--- config.mk ---
export PLATFORM = sky130hd
export DESIGN_NAME = move_input_ctrl
export DESIGN_NICKNAME = d
export VERILOG_FILES = /design/src/rtl/move_input_ctrl.sv
export SDC_FILE = /design/constraint.sdc
export NUM_CORES = 1
export LEC_CHECK = 0
export ABC_AREA = 1
export CAP_MARGIN = 15
export CORE_MARGIN = 1.5
export CORE_UTILIZATION = 50
export DETAILED_ROUTE_END_ITERATION = 8
export DONT_BUFFER_PORTS = 1
export SYNTH_ARGS = -nofsm -noshare
export SYNTH_HDL_FRONTEND = slang
export SYNTH_SLANG_ARGS = --single-unit
--- constraint.sdc ---
create_clock -name clk -period 2.75 [get_ports clk]
set_clock_uncertainty 0.15 [all_clocks]
set_input_delay 0.55 -clock clk [delete_from_list [all_inputs] [get_ports clk]]
set_output_delay 0.55 -clock clk [all_outputs]
set_load 0.005 [all_outputs]
--- src/rtl/move_input_ctrl.sv ---
// Turns four raw push-buttons into one debounced move request per press.
// Buttons are synchronized, debounced, priority-resolved (L>R>U>D) and held off until all are released.
module move_input_ctrl #(
   parameter int unsigned DEBOUNCE_CYCLES = 500000
) (
   input  logic        clk,
   input  logic        rst,
   input  logic        btn_L,
   input  logic        btn_R,
   input  logic        btn_U,
   input  logic        btn_D,
   output logic        move_valid,
   output logic [1:0]  move_dir,
   input  logic        move_ready,
   output logic [15:0] move_count,
   output logic [3:0]  btn_db
);

   localparam int unsigned CNT_W = $clog2(DEBOUNCE_CYCLES + 1);
   localparam logic [CNT_W-1:0] CNT_MAX = CNT_W'(DEBOUNCE_CYCLES);

   typedef enum logic [1:0] {StIdle, StReq, StWaitRel} state_e;

   logic [3:0]       raw;
   logic [3:0]       sync1;
   logic [3:0]       sync2;
   logic [3:0]       db;
   logic [CNT_W-1:0] cnt [4];
   logic [1:0]       prio_dir;
   state_e           state;

   assign raw    = {btn_L, btn_R, btn_U, btn_D};
   assign btn_db = db;

   // Counter runs only while the synchronized level disagrees with the debounced one.
   always_ff @(posedge clk) begin
      if (rst) begin
         sync1 <= '0;
         sync2 <= '0;
         db    <= '0;
         for (int i = 0; i < 4; i++) cnt[i] <= '0;
      end else begin
         sync1 <= raw;
         sync2 <= sync1;
         for (int i = 0; i < 4; i++) begin
            if (sync2[i] == db[i]) begin
               cnt[i] <= '0;
            end else if (cnt[i] == CNT_MAX) begin
               db[i]  <= sync2[i];
               cnt[i] <= '0;
            end else begin
               cnt[i] <= cnt[i] + CNT_W'(1);
            end
         end
      end
   end

   always_comb begin
      prio_dir = 2'b11;
      if (db[3])      prio_dir = 2'b00;
      else if (db[2]) prio_dir = 2'b01;
      else if (db[1]) prio_dir = 2'b10;
   end

   always_ff @(posedge clk) begin
      if (rst) begin
         state      <= StIdle;
         move_valid <= 1'b0;
         move_dir   <= 2'b00;
         move_count <= 16'h0000;
      end else begin
         case (state)
            StIdle: begin
               if (|db) begin
                  move_valid <= 1'b1;
                  move_dir   <= prio_dir;
                  state      <= StReq;
               end
            end
            StReq: begin
               if (move_ready) begin
                  move_valid <= 1'b0;
                  move_count <= move_count + 16'd1;
                  state      <= StWaitRel;
               end
            end
            StWaitRel: begin
               if (db == 4'b0000) state <= StIdle;
            end
            default: state <= StIdle;
         endcase
      end
   end

endmodule

==> metrics.md, run 1 <==
| Metric | Value |
|---|---|
| Status | `completed` |
| Worst min path class | `primary input to flip-flop` |
| Crit path kind | `flip-flop to flip-flop` |
| Yosys reg bits | `~110` |
| Post-CTS sizing | `0` |
| Gate Count Post-Synth | `approximately 800` |
| Average cell area after synthesis | `about 7.7 um2` |
| I/O pins | `30` |
| Postcts setup bufs | `0` |
| Area grow syn2layout | `11.4%` |
| Worst path max stage delay | `about 470 ps` |
| Final Critical Period | `~1900 ps` |
| Core ar. | `between 0.01 and 0.015 mm2` |
| Buffers on Ports | `0` |
| Vias per cell | `about 4.8` |
| Largest area contributor in the netlist | `edfxtp_1` |
| Peak supply drop | `roughly 280 uV` |
| Yosys Warn Count | `0` |
| FF-to-FF path depth | `8` |
| Startpoint Class | `flip-flop` |
| Die width | `approximately 110 um` |
| DRC | `0` |
| Vias | `between 5000 and 6000` |
| Final Wtd Congestion | `0.884` |
| Worst-Skew Late Latency | `roughly 360 ps` |
| ANT cells | `0` |
| Seq/Total Area, Yosys | `~47%` |
| 1st-pass router iterations | `4` |
| Grt ovf | `0` |
| Primary FF master, synth | `edfxtp_1` |
| Initial antenna violation count | `0` |
| Initial drt markers | `~310` |
| Critical path startpoint | `cnt[2][0]` |
| Most common cell in the netlist | `nand2_1` |
| Final ANT Viol Nets | `0` |
| Nets | `around 900` |
| Post-synth EDFFs | `76` |
| Worst reg2reg path startpoint | `cnt[2][0]` |
| Worst-path fanout max | `19` |
| Final TNS setup | `0 ps` |
| Yosys cell types | `34` |
| Crit end category | `flip-flop` |
| RSZ-0062 raised after global routing | `false` |
| Cells along the critical path | `inv_1 -> ha_1 -> nand2_1 -> nand3b_1 -> nor2_2 -> nand2_2 -> nand2_4 -> nor2_1` |
| Routed WL | `around 13 mm` |
| Hold path cells | `1` |
| Clk sinks | `approximately 110` |
| Crit-path slowest cell | `edfxtp_1` |
| Post-synth top area share | `a little over a third` |
| Area contributors post-synth | `edfxtp_1 37%, nand2_1 12%, dfxtp_1 11%` |
| Num CTS Buffers | `9` |
| Synth async-reset ratio | `0%` |
| Total track usage | `approximately 21%` |
| Root buf cell | `clkbuf_16` |
| Mapped cell area | `slightly above 0.006 mm2` |
| DP HPWL | `9.56 mm` |
| # rows | `40` |
| Starting density of the core | `roughly 52%` |
| WL/cell | `between 10 and 15 um` |
| F_max | `~520 MHz` |
| Pwr dens | `~470 mW/mm2` |
| Die Y | `about 110 um` |
| Largest net degree at the start of global routing | `22` |
| Worst Hold Launch | `rst` |
| Layout cells sized above 1 | `under 10%` |
| Clk buf depth | `2` |
| Synth top cells by count | `194 x nand2_1, 156 x nor2_1, 102 x inv_1, 76 x edfxtp_1` |
| Critical path arrival | `about 1900 ps` |
| Max_cap viols | `0` |
| Final slew viol count | `0` |
| H-tree depth | `3` |
| Setup-failing EPs final | `0` |
| CTS tree | `built` |
| Number of global-route vias before repair | `roughly 4700` |
| Required time worst endpoint | `~2700 ps` |
| Fin crit share | `around 70%` |
| P_leak | `around 2.7 nW` |
| Hold_buf cts | `0` |
| Clk pin slew, worst setup/hold paths | `around 70 ps` |
| Hold slack | `just over 100 ps` |
| Die footprint | `0.0131 mm2` |
| First-pass GRT wire length | `21.5 mm` |
| Final Hold Viols | `0` |
==> critical path: cells and delay by family (launching register included) <==
kind / cells / cell delay (ps)
adders and majority gates: 1 / 150
DFF: 1 / 470
buffers and inverters: 1 / 110
and+or+nand+nor: 6 / 770
==> routing by layer <==
layer  GRT usage (%)  part of all wire (%)
met5               0                     0
met4            8.58                   2.3
met3            4.34                   5.1
met2            33.3                    46
met1            27.4                    47
==> metrics by stage <==
stage          util [%]  setup slack (ps)  instance area [um2]  power (mW)  instances
5_1_grt            57.6               674                 6940        3.40       1062
2_1_floorplan         -               967                 6510        2.01        886
3_3_place_gp       55.2               870                 6660        2.04       1046
3_5_place_dp       55.2               807                 6660        2.04       1046
6_report           57.6               836                 6940        3.28       1062
4_1_cts            57.6               795                 6940        3.31       1062
==> placed cells by master (no fill, tap or decap), types with 2 or more instances in the layout <==
cell type,Yosys,final
o21ai_0,17,17
ha_1,9,9
nand2_2,4,4
conb_1,1,76
or2_0,3,3
nand3b_1,3,3
xnor2_1,11,11
nor3_2,3,3
nor3_1,9,9
nor2_4,3,3
nand3_2,2,2
inv_2,2,2
inv_1,102,102
nand3_1,54,54
clkbuf_1,3,4
dfxtp_1,33,33
clkbuf_16,0,10
nand2_4,3,3
edfxtp_1,76,76
xor2_1,16,16
nor2_2,22,22
nand2_1,194,194
nand4_1,18,18
nor2_1,156,156
a21oi_1,54,54
==> logic make-up after synthesis <==
logic type,count (synthesis),share of synthesized area [%]
xor+xnor,27,3.80
buf+inv,113,7.39
simple gates,477,33.5
flops,109,47.2
fa+ha+maj,9,1.81
other cells,1,0.0602
compound gates,75,6.18
==> flip-flops by register name, summed over array words and instances (netlist names) <==
name and cells:
move_valid 1, cnt 76, sync1 4, move_count 16, state 2, sync2 4
move_dir 2, btn_db 4
==> worst paths after layout <==
check / end / slack [ps]
setup / recovery: cnt[2][13] / 840
hold / removal: state[1] / 100
setup reg to reg: cnt[2][13] / 840
hold reg to reg: sync2[0] / 260
==> final cells by class <==
| cell class | count | area, um2 |
|---|---|---|
| Fill cell | 1154 | 5120 |
| Timing Repair Buffer | 1 | 7.51 |
| Clock inverter | 1 | 5.00 |
| Multi-Input combinational cell | 664 | 3110 |
| Clock buffer | 15 | 279 |
| Tap cell | 168 | 210 |
| Inverter | 104 | 390 |
| Sequential cell | 109 | 2940 |
==> where the power goes <==
part / total [mW] / switching, mW / internal (mW)
registers: 1.86 / 0.0577 / 1.81
clock network: 1.28 / 0.581 / 0.696
logic: 0.143 / 0.0981 / 0.0446
Note: power is estimated with default switching activity, not from simulation.
==> run 2, diff against run 1 <==
--- a/config.mk
+++ b/config.mk
@@ -5,7 +5,7 @@
 export SDC_FILE = /design/constraint.sdc
 export NUM_CORES = 1
 export LEC_CHECK = 0
-export ABC_AREA = 1
+export ABC_AREA = 0
 export CAP_MARGIN = 15
 export CORE_MARGIN = 1.5
 export CORE_UTILIZATION = 50
==> constraint.sdc (replaced) <==
create_clock -name clk -period 1.92 [get_ports clk]
set_clock_uncertainty 0.15 [all_clocks]
set_input_delay 0.384 -clock clk [delete_from_list [all_inputs] [get_ports clk]]
set_output_delay 0.384 -clock clk [all_outputs]
set_load 0.005 [all_outputs]
==> metrics.md, run 2 <==
| Metric | Value |
|---|---|
| Worst Hold Launch | `rst` |
| Root buf cell | `clkbuf_8` |
| Inst Count DP | `around 840` |
| Pwr dens | `597 mW/mm2` |
| DP HPWL | `between 8 and 9 mm` |
| Synth top cells by count | `99 x nor2_1, 76 x edfxtp_1, 56 x xnor2_1, 33 x dfxtp_1, 33 x nand3_1` |
| # rows | `38` |
| I/O pins | `30` |
| Synth async-reset ratio | `0%` |
| Largest area contributor in the netlist | `edfxtp_1` |
| Final Hold Viols | `0` |
| Seq/Total Area, Yosys | `between 50 and 60%` |
| Peak supply drop | `~660 uV` |
| P_leak | `roughly 2.7 nW` |
| Uppermost routed layer | `met4` |
| Startpoint Class | `flip-flop` |
| F_max | `about 460 MHz` |
| Slew margin rel. | `around a quarter` |
| Placed instance area | `around 0.0068 mm2` |
| CTS tree | `built` |
| Area grow syn2layout | `30.8%` |
| Met2 routed WL | `5.91 mm` |
| Vias | `4510` |
| Fill cells | `857` |
| Setup WS pre-CTS | `-236 ps` |
| Min-Delay Endpoint | `btn_db[1]` |
| Max reg flops | `76` |
| Hold path cells | `2` |
| WL/cell | `about 14 um` |
| Crit-path slowest cell | `or4b_1` |
| Routed WL | `about 12 mm` |
| Fin cells | `a little under 900` |
| Clk sinks | `109` |
| Post-synth EDFFs | `76` |
| Final Critical Period | `about 2200 ps` |
| H-tree depth | `3` |
| Failing checks | `negative setup slack` |
| Yosys cell types | `46` |
| Worst-Margin Slew | `1100 ps` |
| Starting density of the core | `between 50% and 60%` |
| DRC | `0` |
| Yosys Warn Count | `0` |
| 1st-pass router iterations | `4` |
| PnR worst setup slack | `-233 ps` |
| Average cell area after synthesis | `between 10 and 15 um2` |
| Worst path max stage delay | `between 500 and 600 ps` |
| Final instance area | `around 0.0073 mm2` |
| Die width | `between 100 and 150 um` |
| Primary FF master, synth | `edfxtp_1` |
| Flop2flop setup slack | `-230 ps` |
| Layout cells sized above 1 | `roughly 23%` |
| First-pass GRT wire length | `a little under 20 mm` |
| Yosys reg bits | `between 100 and 150` |
| Worst min path class | `primary input to flip-flop` |
| Commonest cells after routing, fill and taps aside | `87 x buf_4, 85 x nor2_1, 76 x edfxtp_1, 76 x conb_1, 56 x xnor2_1` |
| ANT cells | `0` |
| Grt ovf | `0` |
| Commonest non-fill, non-tap cell in the layout | `buf_4` |
| Hold slack | `roughly 22 ps` |
| RR Endpoint | `cnt[1][5]` |
| Clk buf depth | `2` |
| Total track usage | `a little over a fifth` |
| Worst-Skew Late Latency | `approximately 380 ps` |
| Die footprint | `roughly 0.012 mm2` |
| Vias per cell | `5.13` |
| Max_cap viols | `0` |
| Buffers on Ports | `0` |
| Crit path kind | `flip-flop to flip-flop` |
| Nets | `751` |
| Mapped cell area | `around 0.0056 mm2` |
| Area contributors post-synth | `edfxtp_1 41%, dfxtp_1 12%, xnor2_1 8.7%` |
| Number of global-route vias before repair | `4344` |
| Largest register by flop count | `cnt` |
| Final TNS setup | `-10110 ps` |
| Required time worst endpoint | `approximately 1900 ps` |
| Met3 WL | `~530 um` |
| RSZ-0062 raised after global routing | `true` |
| Post-synth top area share | `between 40% and 50%` |
| Worst reg2reg path startpoint | `cnt[1][7]` |
| Worst-path fanout max | `8` |
| Largest net degree at the start of global routing | `29` |
| Fin crit share | `112%` |
| Initial antenna violation count | `0` |
| Crit end category | `flip-flop` |
| Die Y | `between 100 and 150 um` |
| Registers with the most flip-flops | `cnt x76, move_count x16` |
| Setup-failing EPs final | `58` |
| Num CTS Buffers | `9` |
| Final Wtd Congestion | `around 0.79` |
| Cells along the critical path | `or4b_1 -> or4_4 -> o21ai_4 -> buf_6 -> nor2_1` |
| Met1 WL | `5.33 mm` |
| Clk pin slew, worst setup/hold paths | `90 ps` |
| Gate Count Post-Synth | `roughly 560` |
| Final ANT Viol Nets | `0` |
| Core ar. | `0.0109 mm2` |
| FF-to-FF path depth | `5` |
| Initial drt markers | `between 200 and 300` |
| Most common cell in the netlist | `nor2_1` |
| Critical path arrival | `~2200 ps` |
| Final slew viol count | `0` |
| Status | `complete, but fails checks` |
-- run 2: through the flow --
step	total power [mW]	util [%]
2_1_floorplan	2.86	-
3_3_place_gp	2.96	62.1
5_1_grt	4.57	67.5
4_1_cts	4.42	66.1
3_5_place_dp	2.97	62.1
6_report	4.39	67.5
-- run 2: logic make-up (layout without fill, tap and decap cells) --
logic type | after synthesis | in the layout | synth area share, %
xor gates and xnor gates | 69 | 69 | 10.8
and+or+nand+nor | 276 | 276 | 25.8
buffers and inverters | 43 | 151 | 3.12
other | 1 | 76 | 0.0668
AOI/OAI and AO/OA | 43 | 43 | 4.50
muxes | 7 | 7 | 1.29
adders and majority gates | 9 | 9 | 2.01
DFF | 109 | 109 | 52.4
-- run 2: worst max path at each step --
| stage | from | slack, ps | endpoint | cells after the start |
|---|---|---|---|---|
| after floorplan | cnt[1][4] | -270 | cnt[1][12] | 5 |
| after global placement | cnt[1][7] | -200 | cnt[1][8] | 5 |
| after detailed placement | cnt[1][7] | -240 | cnt[1][9] | 5 |
| after CTS | cnt[1][7] | -230 | cnt[1][9] | 5 |
| after global routing | cnt[1][7] | -300 | cnt[1][18] | 5 |
| final | cnt[1][7] | -230 | cnt[1][5] | 5 |
-- run 2: report_power, final --
group	internal [mW]	leakage [nW]	switching, mW
Clock	0.652	0.110	0.764
Sequential	2.58	1.05	0.0663
Combinational	0.154	1.49	0.164
-- run 2: critical path, delay by kind of cell (launching register included) --
family / cells / cell delay, ps
compound gates: 1 / 160
simple gates: 3 / 1050
flops: 1 / 390
buf+inv: 1 / 160
-- run 2: area by class of cell --
type	instances	area, um2	share of cell area (%)
repair buffers	104	865	11.8
flip-flops and latches	109	2940	40.1
well taps	140	175	2.39
multi-input cells	480	3040	41.4
inverters	31	116	1.58
clock buffers	13	190	2.59
clock inverters	3	15.0	0.204
-- run 2: repair_timing --
action	CTS	global route
endpoints found under the setup margin	74	81
buffers inserted	5	10
pin swaps	6	16
cloned	2	0
endpoints found under the hold margin	28	0
gates resized for setup	23	32
hold buffers	5	0
-- run 2: routing by layer --
metal	vias to the layer above	track usage, %
met5	-	0
met4	0	6.67
met3	13	6.40
met2	70	36.1
met1	2147	25.5
li1	2280	-
==> run 3, diff against run 2 <==
--- a/config.mk
+++ b/config.mk
@@ -11,6 +11,7 @@
 export CORE_UTILIZATION = 50
 export DETAILED_ROUTE_END_ITERATION = 8
 export DONT_BUFFER_PORTS = 1
+export REMOVE_ABC_BUFFERS = 1
 export SYNTH_ARGS = -nofsm -noshare
 export SYNTH_HDL_FRONTEND = slang
 export SYNTH_SLANG_ARGS = --single-unit
==> metrics.md, run 3 (synthesized netlist as in run 2, its figures left out) <==
| Metric | Value |
|---|---|
| Fin crit share | `114%` |
| PnR worst setup slack | `-263 ps` |
| Peak supply drop | `roughly 380 uV` |
| Final Hold Viols | `0` |
| Worst-Margin Slew | `1160 ps` |
| Clk buf depth | `2` |
| Die Y | `between 100 and 150 um` |
| Cell family with most CP delay | `simple AND/OR/NAND/NOR gates` |
| Multi-input logic area | `about 0.0032 mm2` |
| H-tree depth | `3` |
| Nets | `roughly 770` |
| Final instance area | `approximately 0.0077 mm2` |
| Die footprint | `about 0.012 mm2` |
| Max reg flops | `between 70 and 80` |
| Final Critical Period | `about 2200 ps` |
| F_max | `458 MHz` |
| Largest register by flop count | `cnt` |
| Placed instance area | `0.00672 mm2` |
| P_leak | `about 2.7 nW` |
| DRC | `0` |
| Sw Pwr | `around 1.0 mW` |
| Largest net degree at the start of global routing | `29` |
| Grt ovf | `0` |
| Crit-path slowest cell | `or4b_1` |
| Worst min path class | `primary input to flip-flop` |
| Final slew viol count | `0` |
| Crit end category | `flip-flop` |
| Vias | `between 4000 and 5000` |
| Number of global-route vias before repair | `between 4000 and 5000` |
| Startpoint Class | `flip-flop` |
| Area grow syn2layout | `36.4%` |
| Worst-path fanout max | `3` |
| Clk sinks | `109` |
| Commonest non-fill, non-tap cell in the layout | `buf_4` |
| 1st-pass router iterations | `4` |
| Core ar. | `0.0109 mm2` |
| Initial antenna violation count | `0` |
| Required time worst endpoint | `between 2000 and 2500 ps` |
| RSZ-0062 raised after global routing | `true` |
| ANT cells | `0` |
| Commonest cells after routing, fill and taps aside | `97 x buf_4, 76 x edfxtp_1, 76 x conb_1, 55 x xnor2_1, 50 x nor2_1` |
| Total track usage | `21.2%` |
| Root buf cell | `clkbuf_8` |
| Sum of buffers and inverters on the critical path | `0` |
| Vias per cell | `slightly above 5` |
| DP HPWL | `roughly 8.2 mm` |
| Max_cap viols | `0` |
| CTS tree | `built` |
| Internal | `3.27 mW` |
| Critical path arrival | `approximately 2300 ps` |
| Switching share of power | `between 20% and 30%` |
| Slew margin rel. | `roughly 22%` |
| # rows | `38` |
| Clk pin slew, worst setup/hold paths | `100 ps` |
| Worst path max stage delay | `530 ps` |
| Crit path kind | `flip-flop to flip-flop` |
| Registers with the most flip-flops | `cnt x76, move_count x16` |
| Cells along the critical path | `or4b_1 -> or4_4 -> or4b_1 -> o21ai_0` |
| Buffers on Ports | `0` |
| WL/cell | `roughly 14 um` |
| Layout cells sized above 1 | `between 20 and 30%` |
| Flop pwr share | `between 60% and 70%` |
| Status | `complete, but fails checks` |
| Num CTS Buffers | `9` |
| Initial drt markers | `between 200 and 250` |
| Final Wtd Congestion | `0.797` |
| Final ANT Viol Nets | `0` |
| I/O pins | `30` |
| Fill cells | `about 860` |
| Setup-failing EPs final | `78` |
| Worst-Skew Late Latency | `around 380 ps` |
| Combinational power share | `under 10%` |
| Die width | `109 um` |
| Starting density of the core | `approximately 52%` |
| First-pass GRT wire length | `slightly below 20 mm` |
| Pwr dens | `roughly 560 mW/mm2` |
| Pwr Total | `4.29 mW` |
| Failing checks | `negative setup slack` |
| Clock power share | `around 30%` |
| Most frequent CP cell | `or4b_1` |
| Routed WL | `12.7 mm` |
| Seq. cell area | `around 0.003 mm2` |
## run 3: path summary, 6_finish.rpt
| path | from | endpoint | cells after the start | slack [ps] |
|---|---|---|---|---|
| hold reg to reg | sync1[3] | sync2[3] | 1 | 310 |
| hold / removal | rst | btn_db[3] | 2 | 40 |
| setup / recovery | cnt[1][7] | btn_db[1] | 4 | -260 |
| setup reg to reg | cnt[1][7] | btn_db[1] | 4 | -260 |
## run 3: what timing repair did
action,CTS,global route
gates resized for setup,33,107
gates cloned,3,4
pin swaps,5,43
endpoints found under the hold margin,28,0
buffers inserted,10,8
endpoints found under the setup margin,79,80
hold buffers,5,0
## run 3: layer usage
layer	track usage [%]	wire length, um	vias to the layer above
li1	-	-	2302
met1	26.8	5680	2179
met2	34.6	6260	76
met3	4.66	532	19
met4	9.30	244	0
met5	0	0	-
## run 3: area by class of cell
| cell class | count | area share, % |
|---|---|---|
| Sequential cell | 109 | 38.4 |
| Clock buffer | 14 | 1.99 |
| Timing Repair Buffer | 120 | 13.2 |
| Clock inverter | 2 | 0.147 |
| Multi-Input combinational cell | 480 | 42.4 |
| Inverter | 31 | 1.52 |
| Tap cell | 140 | 2.29 |
## run 3: stage by stage
stage | hold WS (ps) | util (%) | setup slack, ps | std cells | TNS (ps)
3_3_place_gp | 267 | 61.8 | -181 | 853 | -6880
4_1_cts | 0.349 | 66.5 | -245 | 887 | -10080
5_1_grt | 36.6 | 70.4 | -313 | 896 | -19100
2_1_floorplan | 264 | - | -368 | 620 | -21960
3_5_place_dp | 285 | 61.8 | -231 | 853 | -9180
6_report | 43.2 | 70.4 | -263 | 896 | -13900
## run 3: power by group through the flow
stage | clock network (mW) | registers (mW) | logic (mW)
floorplan | 0 | 2.70 | 0.137
global placement | 0 | 2.70 | 0.258
detailed placement | 0 | 2.70 | 0.261
CTS | 1.31 | 2.65 | 0.313
global route | 1.37 | 2.66 | 0.408
finish | 1.27 | 2.65 | 0.370
